## src/rtl/ysyx_23060208_ifu_fetch_pkg.sv

```systemverilog
// Shared definitions for the IFU fetch slice: IDU bus width, FSM and PC-select
// encodings, AXI response code and the default reset PC.
package ysyx_23060208_ifu_fetch_pkg;

  localparam int          IFU_TO_IDU_BUS   = 64;
  localparam logic [31:0] DEFAULT_RESET_PC = 32'h8000_0000;
  localparam logic [1:0]  RRESP_OKAY       = 2'b00;

  typedef enum logic [1:0] {
    IDLE     = 2'd0,
    FETCH_AR = 2'd1,
    FETCH_R  = 2'd2,
    SEND     = 2'd3
  } ifu_state_e;

  typedef enum logic [1:0] {
    PC_HOLD     = 2'd0,
    PC_INC      = 2'd1,
    PC_REDIRECT = 2'd2
  } pc_sel_e;

endpackage

```

## src/rtl/ysyx_23060208_ifu_pc.sv

```systemverilog
// PC register for the fetch unit: holds, steps by 4 (wrapping) or takes a redirect
// target according to the select input; pc_nxt is the value loaded at the next edge.
module ysyx_23060208_ifu_pc
  import ysyx_23060208_ifu_fetch_pkg::*;
#(
  parameter int                    DATA_WIDTH = 32,
  parameter logic [DATA_WIDTH-1:0] RESET_PC   = DEFAULT_RESET_PC
) (
  input  logic                  clk,
  input  logic                  rst_n,
  input  pc_sel_e               sel,
  input  logic [DATA_WIDTH-1:0] redirect_pc,
  output logic [DATA_WIDTH-1:0] pc,
  output logic [DATA_WIDTH-1:0] pc_nxt
);

  always_comb begin
    pc_nxt = pc;
    unique case (sel)
      PC_HOLD:     pc_nxt = pc;
      PC_INC:      pc_nxt = pc + DATA_WIDTH'(4);
      PC_REDIRECT: pc_nxt = redirect_pc;
      default:     pc_nxt = pc;
    endcase
  end

  always_ff @(posedge clk or negedge rst_n) begin
    if (!rst_n) pc <= RESET_PC;
    else        pc <= pc_nxt;
  end

endmodule

```

## src/rtl/ysyx_23060208_ifu_fetch.sv

```systemverilog
// Instruction fetch unit: one AXI4-Lite read per instruction, {pc, inst} handed to
// the IDU under valid/allowin. Optional perf counters when IFU_PERF_CNT_EN is defined.
module ysyx_23060208_ifu_fetch
  import ysyx_23060208_ifu_fetch_pkg::*;
#(
  parameter int                    DATA_WIDTH = 32,
  parameter logic [DATA_WIDTH-1:0] RESET_PC   = DEFAULT_RESET_PC
) (
  input  logic                      clk,
  input  logic                      rst_n,
  input  logic                      redirect_valid,
  input  logic [DATA_WIDTH-1:0]     redirect_pc,
  output logic [DATA_WIDTH-1:0]     ifu_araddr,
  output logic                      ifu_arvalid,
  input  logic                      ifu_arready,
  input  logic [DATA_WIDTH-1:0]     ifu_rdata,
  input  logic [1:0]                ifu_rresp,
  input  logic                      ifu_rvalid,
  output logic                      ifu_rready,
  output logic [IFU_TO_IDU_BUS-1:0] ifu_to_idu_bus,
  output logic                      ifu_to_idu_valid,
  input  logic                      idu_allowin
`ifdef IFU_PERF_CNT_EN
  ,
  output logic [31:0]               perf_fetch_cnt,
  output logic [31:0]               perf_stall_cnt
`endif
);

  function automatic logic [DATA_WIDTH-1:0] word_align(input logic [DATA_WIDTH-1:0] a);
    return {a[DATA_WIDTH-1:2], 2'b00};
  endfunction

  ifu_state_e                state;
  logic                      drop;
  logic [DATA_WIDTH-1:0]     araddr_q;
  logic [IFU_TO_IDU_BUS-1:0] bus_q;
  logic [DATA_WIDTH-1:0]     pc;
  logic [DATA_WIDTH-1:0]     pc_nxt;
  pc_sel_e                   pc_sel;
  logic                      ar_hs;
  logic                      xfer;

  assign ar_hs = (state == FETCH_AR) && ifu_arready;
  assign xfer  = (state == SEND) && idu_allowin;

  // A redirect always wins, even over a completing transfer in SEND.
  always_comb begin
    pc_sel = PC_HOLD;
    if (redirect_valid) pc_sel = PC_REDIRECT;
    else if (xfer)      pc_sel = PC_INC;
  end

  ysyx_23060208_ifu_pc #(
    .DATA_WIDTH (DATA_WIDTH),
    .RESET_PC   (RESET_PC)
  ) u_pc (
    .clk         (clk),
    .rst_n       (rst_n),
    .sel         (pc_sel),
    .redirect_pc (redirect_pc),
    .pc          (pc),
    .pc_nxt      (pc_nxt)
  );

  // araddr is captured on entry to FETCH_AR so a redirect cannot move it mid-request.
  always_ff @(posedge clk or negedge rst_n) begin
    if (!rst_n) begin
      state    <= IDLE;
      drop     <= 1'b0;
      araddr_q <= word_align(RESET_PC);
      bus_q    <= '0;
    end else begin
      unique case (state)
        IDLE: begin
          state    <= FETCH_AR;
          araddr_q <= word_align(pc_nxt);
        end
        FETCH_AR: begin
          if (redirect_valid) drop  <= 1'b1;
          if (ar_hs)          state <= FETCH_R;
        end
        FETCH_R: begin
          if (ifu_rvalid) begin
            if (drop || redirect_valid) begin
              drop     <= 1'b0;
              state    <= FETCH_AR;
              araddr_q <= word_align(pc_nxt);
            end else begin
              bus_q <= {pc, (ifu_rresp == RRESP_OKAY) ? ifu_rdata : '0};
              state <= SEND;
            end
          end else if (redirect_valid) begin
            drop <= 1'b1;
          end
        end
        SEND: begin
          if (idu_allowin || redirect_valid) begin
            state    <= FETCH_AR;
            araddr_q <= word_align(pc_nxt);
          end
        end
        default: state <= IDLE;
      endcase
    end
  end

  assign ifu_arvalid      = (state == FETCH_AR);
  assign ifu_rready       = (state == FETCH_R);
  assign ifu_to_idu_valid = (state == SEND);
  assign ifu_araddr       = araddr_q;
  assign ifu_to_idu_bus   = bus_q;

`ifdef IFU_PERF_CNT_EN
  logic stall;

  assign stall = ((state == FETCH_AR) && !ifu_arready) ||
                 ((state == FETCH_R)  && !ifu_rvalid)  ||
                 ((state == SEND)     && !idu_allowin);

  always_ff @(posedge clk or negedge rst_n) begin
    if (!rst_n) begin
      perf_fetch_cnt <= '0;
      perf_stall_cnt <= '0;
    end else begin
      if (xfer)  perf_fetch_cnt <= perf_fetch_cnt + 32'd1;
      if (stall) perf_stall_cnt <= perf_stall_cnt + 32'd1;
    end
  end
`endif

endmodule

```

## config.mk

```make
export PLATFORM = sky130hd
export DESIGN_NAME = ysyx_23060208_ifu_fetch
export DESIGN_NICKNAME = d
export VERILOG_FILES = /design/src/rtl/ysyx_23060208_ifu_fetch_pkg.sv /design/src/rtl/ysyx_23060208_ifu_pc.sv /design/src/rtl/ysyx_23060208_ifu_fetch.sv
export SDC_FILE = /design/constraint.sdc
export NUM_CORES = 1
export LEC_CHECK = 0
export ABC_AREA = 1
export CAP_MARGIN = 20
export CORE_MARGIN = 2
export CORE_UTILIZATION = 44
export CTS_CLUSTER_SIZE = 10
export DETAILED_ROUTE_END_ITERATION = 7
export HOLD_SLACK_MARGIN = 0.03
export PLACE_DENSITY = 0.77
export SYNTH_ARGS = -nofsm -noshare
export SYNTH_HDL_FRONTEND = slang
export SYNTH_SLANG_ARGS = --single-unit
export TNS_END_PERCENT = 20
```

## constraint.sdc

```tcl
create_clock -name clk -period 1.8 [get_ports clk]
set_clock_uncertainty 0.2 [all_clocks]
set_input_delay 0.36 -clock clk [delete_from_list [all_inputs] [get_ports clk]]
set_output_delay 0.36 -clock clk [all_outputs]
set_load 0.05 [all_outputs]
```

# Word-level counts from Yosys, hierarchy flattened
# Cells that the tools add are included.
word_totals:
  register_bits: 131
  latch_bits: 0
  ramBits: 0
  rom_bits: 0
  out_inout_bits: 99
  word_cells: 48
  memories: 0
op_classes:
  addsub: 1
  n_mul: 0
  div_mod_pow: 0
  n_lt_le_gt_ge: 0
  eq_ne: 10
  shifts: 0
  n_mux: 17
  bitwise_logic: 1
  reduce_logical: 13
op_table:
  columns: ["operator", "n"]
  rows:
  - ["$mux 32", 4]
  - ["$pmux 32 s3", 1]
  - ["$pmux 32 s2", 1]
  - ["$add 32x3->32 const B", 1]
  - ["$mux 2", 5]
  - ["$pmux 2 s4", 1]
  - ["$eq 2x2->1 const B", 3]
  - ["$ne 2x1->1 const B", 3]
  - ["$reduce_and 3->1", 2]
  - ["$eq 2x1->1 const B", 2]
  - ["$logic_not 2->1", 2]
  - ["$mux 1", 4]
  - ["$reduce_and 4->1", 1]
  - ["$reduce_bool 2->1", 2]
  - ["$ne 3x2->1 const B", 1]
  - ["$reduce_bool 3->1", 1]
  - ["$logic_and 1x1->1", 2]
  - ["$logic_or 1x1->1", 2]
  - ["$ne 2x2->1 const B", 1]
  - ["$pmux 1 s2", 1]
  - ["$reduce_and 2->1", 1]
  - ["$not 1->1", 1]

# Longest topological paths before layout
depth:
  ltp_word: 9
  mapped_depth: 11

# Modules after synthesis
# From an unflattened synthesis, not the netlist that was laid out.
hier_totals:
  cells_unflattened: 822
  area_unflattened_um2: 6398.6
modules_own_cells:
  columns: ["mod", "instances", "cells_each", "area_each_um2"]
  rows:
  - ["ysyx_23060208_ifu_fetch", 1, 445, 4005.1]
  - ["ysyx_23060208_ifu_pc", 1, 377, 2393.5]

# Worst setup path after synthesis
# Ideal clock, no wire load.
synth_path:
  path_type: "reg2reg"
  startpoint: "register state[0]"
  endpoint: "register bus_q[57] (netlist: ifu_to_idu_bus[57])"
  setup_time_ns: 0.129
  arrival_ns: 1.840
  t_required_ns: 1.471
  setup_slack_ns: -0.369
  path_stages_with_launch: 10
  path_cell_list: "dfrtp_1 inv_1 ha_1 nand2_1 nor2_4 inv_2 buf_6 buf_2 nand2_1 o21ai_1"
synth_via:
  elab_chain_cells: 2
synth_lines:
  columns: ["element", "line_no", "rtl"]
  rows:
  - ["from (decl)", "ysyx_23060208_ifu_fetch.sv:34", "ifu_state_e state;"]
  - ["from (signal assigned)", "ysyx_23060208_ifu_fetch.sv:69", "state <= IDLE;"]
  - ["from (signal assigned)", "ysyx_23060208_ifu_fetch.sv:76", "state <= FETCH_AR;"]
  - ["from (signal assigned)", "ysyx_23060208_ifu_fetch.sv:81", "if (ar_hs) state <= FETCH_R;"]
  - ["$eq 2x2->1", null, null]
  - ["net ifu_rready", "ysyx_23060208_ifu_fetch.sv:19", "output logic ifu_rready,"]
  - ["$reduce_and 3->1 (no line)", null, null]
  - ["to (signal assigned)", "ysyx_23060208_ifu_fetch.sv:90", "bus_q <= {pc, (ifu_rresp == RRESP_OKAY) ? ifu_rdata : '0};"]
  - ["to (decl)", "ysyx_23060208_ifu_fetch.sv:37", "logic [IFU_TO_IDU_BUS-1:0] bus_q;"]
# The timed path passes the listed nets, and every way through them passes these cells.
# A chain may end at the register's enable or synchronous reset.

# Worst setup path in the final report
layout_path:
  startpoint: "register state[0]"
  endpoint: "register araddr_q[10] (netlist: ifu_araddr[10])"
layout_via:
  elab_chain_cells: 9
  word_cells_on_any_way: 18
  classes_between: "eq/ne: 7; mux: 7; reduce/logical: 4"
layout_lines:
  columns: ["element", "line_no", "rtl"]
  rows:
  - ["$eq 2x2->1", "ysyx_23060208_ifu_fetch.sv:45, ysyx_23060208_ifu_fetch.sv:74", null]
  - ["$logic_and 1x1->1", "ysyx_23060208_ifu_fetch.sv:45", "assign xfer = (state == SEND) && idu_allowin;"]
  - ["$mux 1", "ysyx_23060208_ifu_fetch.sv:51", "else if (xfer) pc_sel = PC_INC;"]
  - ["$mux 2", "ysyx_23060208_ifu_fetch.sv:50", "if (redirect_valid) pc_sel = PC_REDIRECT;"]
  - ["$eq 2x2->1 or $eq 2x1->1 (tied branches)", "ysyx_23060208_ifu_pc.sv:19", "unique case (sel)"]
  - ["$pmux 32 s2", "ysyx_23060208_ifu_pc.sv:19", null]
  - ["$mux 32", "ysyx_23060208_ifu_fetch.sv:85", "if (drop || redirect_valid) begin"]
  - ["$mux 32", "ysyx_23060208_ifu_fetch.sv:84", "if (ifu_rvalid) begin"]
  - ["$pmux 32 s3", "ysyx_23060208_ifu_fetch.sv:74", "unique case (state)"]
  - ["to (signal assigned)", "ysyx_23060208_ifu_fetch.sv:71", "araddr_q <= word_align(RESET_PC);"]
  - ["to (signal assigned)", "ysyx_23060208_ifu_fetch.sv:77", "araddr_q <= word_align(pc_nxt);"]
  - ["to (signal assigned)", "ysyx_23060208_ifu_fetch.sv:88", "araddr_q <= word_align(pc_nxt);"]
  - ["to (decl)", "ysyx_23060208_ifu_fetch.sv:36", "logic [DATA_WIDTH-1:0] araddr_q;"]
# Several ways; a longest one is shown, not always the timed one. The select of a mux whose other input is x is not followed.

==> impl_metrics.env <==
export IMPL_pwr_share_comb=0.507
export IMPL_synth_cell_type_count=31
export IMPL_synth_top_area_frac=0.517
export IMPL_path_max_fanout=6
export IMPL_ff_latch_area_mm2=0.00323
export IMPL_crit_path_end_kind="flop"
export IMPL_fmax_mhz=513
export IMPL_finalSetupViolations=48
export IMPL_hold_viol_final=0
export IMPL_diodes=0
export IMPL_grt_max_degree=62
export IMPL_drt_iter0_drc=524
export IMPL_grt_util_met2=0.419
export IMPL_grt_busiest_layer="met2"
export IMPL_via_per_inst=5.05
export IMPL_p_sw_frac=0.402
export IMPL_dpl_hpwl_um=13300
export IMPL_crit_arrival_ps=2050
export IMPL_wire_per_inst_um=16.5
export IMPL_worstSetupStartpointType="flop"
export IMPL_synth_cells_most_frequent="319 x nand2_1, 127 x dfrtp_1, 71 x nand3_1"
export IMPL_avgSynthCellArea_um2=7.98
export IMPL_synth_most_common_cell="nand2_1"
export IMPL_nets=1051
export IMPL_grt_usage=0.253
export IMPL_htreeDepth=4
export IMPL_yosys_most_used_dff="dfrtp_1"
export IMPL_fp_row_count=43
export IMPL_portBuffers=168
export IMPL_antenna_found_initial=0
export IMPL_synth_edff_count=0
export IMPL_worstPathRequired_ps=1900
export IMPL_crit_type="reg -> reg"
export IMPL_p_seq_frac=0.279
export IMPL_grt_pass1_wl_um=29000
export IMPL_syn_to_final_growth_pct=64.9
export IMPL_p_int_mw=10.1
export IMPL_met1_usage=0.328
export IMPL_setup_tns_ps=-4200
export IMPL_die_width_um=122
export IMPL_ys_seq_area_frac=0.526
export IMPL_min_period_over_period=1.08
export IMPL_setup_ws_ps=-151
export IMPL_yosys_warnings=0
export IMPL_clk_pin_slew_worst_paths_ps=60
export IMPL_nFillCells=1027
export IMPL_vdd_drop_max_v=0.00154
export IMPL_wl_um=19200
export IMPL_layout_drive_gt1_share=0.283
export IMPL_cts_sinks=129
export IMPL_grt_pass1_vias=5701
export IMPL_rsz0062_at_grt="yes"
export IMPL_clockPowerShare=0.214
export IMPL_use_met3=0.0637
export IMPL_cts_buffers=17
export IMPL_period_minus_slack_ps=1950
export IMPL_synth_area_mm2=0.00614
export IMPL_vias=5885
export IMPL_violations="setup timing"
export IMPL_hp_class="in -> async"
export IMPL_ios=171
export IMPL_clock_path_buffers=2
export IMPL_drt_pass1_iterations=5
export IMPL_p_switching_mw=6.79
export IMPL_postRouteAntennaNets=0
export IMPL_status="complete, but fails checks"
export IMPL_whs_ps=172
export IMPL_start_util=0.446
export IMPL_reg2regPathDepth=10
export IMPL_die_height_um=122
export IMPL_synth_largest_area_cell="dfrtp_1"
export IMPL_slew_violations=0
export IMPL_clk_insertion_delay_late_ps=420
export IMPL_multiInputGateArea_mm2=0.00275
export IMPL_gp_congestion=0.957
export IMPL_core_area_mm2=0.0138
export IMPL_synth_cells=770
export IMPL_synthTopCellsByArea="dfrtp_1 52%, nand2_1 19%, nand3_1 5.8%"
export IMPL_powerDensity_mw_per_mm2=1670
export IMPL_async_flop_share=1.00
export IMPL_cap_violations=0
export IMPL_cts_tree="built"
export IMPL_dieArea_mm2=0.0149
export IMPL_drc=0
export IMPL_leakagePower_nw=4.87
export IMPL_root_buffer="clkbuf_16"
export IMPL_gr_total_overflow=0
export IMPL_ys_seq_elements=129
## power groups by stage
stage / Combinational, mW / Sequential (mW) / Clock [mW]
after floorplan: 1.71 / 6.52 / 0
after global placement: 7.58 / 4.65 / 0
after detailed placement: 7.70 / 4.66 / 0
after CTS: 7.83 / 4.64 / 3.64
after global routing: 8.97 / 4.81 / 3.78
final: 8.56 / 4.72 / 3.61
## path summary, 6_finish.rpt
path,to,from,slack (ps)
min in group clk,ifu_to_idu_bus[4]$_DFFE_PN0P_,ifu_to_idu_bus[4]$_DFFE_PN0P_,280
worst min-delay path,ifu_araddr[15]$_DFFE_PN0P_,rst_n,170
worst max-delay path,ifu_araddr[10]$_DFFE_PN0P_,state[0]$_DFFE_PN0P_,-150
max in group asynchronous,u_pc.pc[31]$_DFF_PN1_,rst_n,590
worst min register to register,ifu_to_idu_bus[4]$_DFFE_PN0P_,ifu_to_idu_bus[4]$_DFFE_PN0P_,280
worst max register to register,ifu_araddr[10]$_DFFE_PN0P_,state[0]$_DFFE_PN0P_,-150
## final cells by class
cell class,instances,share of cell area
clock buffers,26,0.0483
well taps,180,0.0222
repair buffers,217,0.301
multi-input cells,543,0.272
clock inverters,5,0.0124
flip-flops and latches,129,0.319
inverters,66,0.0253
## cell families (layout without fill, tap and decap cells)
logic type	after synthesis	count (layout)	share of synthesized area
flip-flops	129	129	0.526
buffers and inverters	99	314	0.0727
multiplexers	1	1	0.00163
other	1	2	0.000611
AO/OA/AOI/OAI	77	77	0.0682
AND/OR/NAND/NOR	458	458	0.321
adder cells (fa/ha/maj)	5	5	0.0102
## per-layer routing
layer	vias up	wire length [um]	share of wire
met5	-	0	0
met4	0	309	0.016
met3	23	1430	0.075
met2	235	9580	0.50
met1	2796	7880	0.41
li1	2831	-	-
## cells in the final DEF (no fill, tap or decap), drive strengths merged
master         synthesis  layout
dfstp                  2       2
clkdlybuf4s50          0      69
clkbuf                13      29
o22ai                  2       2
nor2                  48      48
nand2                332     332
o21ai                 62      62
buf                   20     143
o211ai                 7       7
nand3                 75      75
a21oi                  4       4
dfrtp                127     127
bufinv                 0       4
dlymetal6s2s           0       1
clkinv                 0       2
conb                   1       2
nand3b                 1       1
ha                     5       5
clkinvlp               0       1
and2                   2       2
o21bai                 1       1
dlygate4sd3            0       1
mux2i                  1       1
inv                   66      64
o221ai                 1       1
## state kept, by name (all words and copies together) (netlist names)
name            flops
u_pc.pc            32
drop                1
ifu_to_idu_bus     64
state               2
ifu_araddr         30
## what timing repair did
| action | 4_1_cts | 5_1_grt |
|---|---|---|
| pin swaps | 3 | 33 |
| setup buffers | 2 | 7 |
| gates resized for setup | 14 | 80 |
| endpoints found under the setup margin | 17 | 66 |
| hold buffers | 1 | 0 |
| hold endpoints to repair | 128 | 0 |
| cloned | 0 | 4 |
## critical path, stage by stage (launching register included)
cell,delay [ps]
dfrtp_1,400
buf_6,140
ha_4,160
buf_6,120
nand2_4,80
o22ai_4,80
nor2_4,180
clkinv_4,150
clkbuf_16,200
nand2_2,60
nand2_1,60
## through the flow
step            util  setup WS, ps  instance area (um2)  total power, mW  cells
2_1_floorplan      -         -7.96                 6180             8.23    771
3_3_place_gp   0.657          -308                 9040             12.2   1121
3_5_place_dp   0.657          -349                 9040             12.4   1121
4_1_cts        0.707          -128                 9740             16.1   1155
5_1_grt        0.736          -175                10100             17.6   1166
6_report       0.736          -151                10100             16.9   1166
Power figures use the tool's default switching activity.
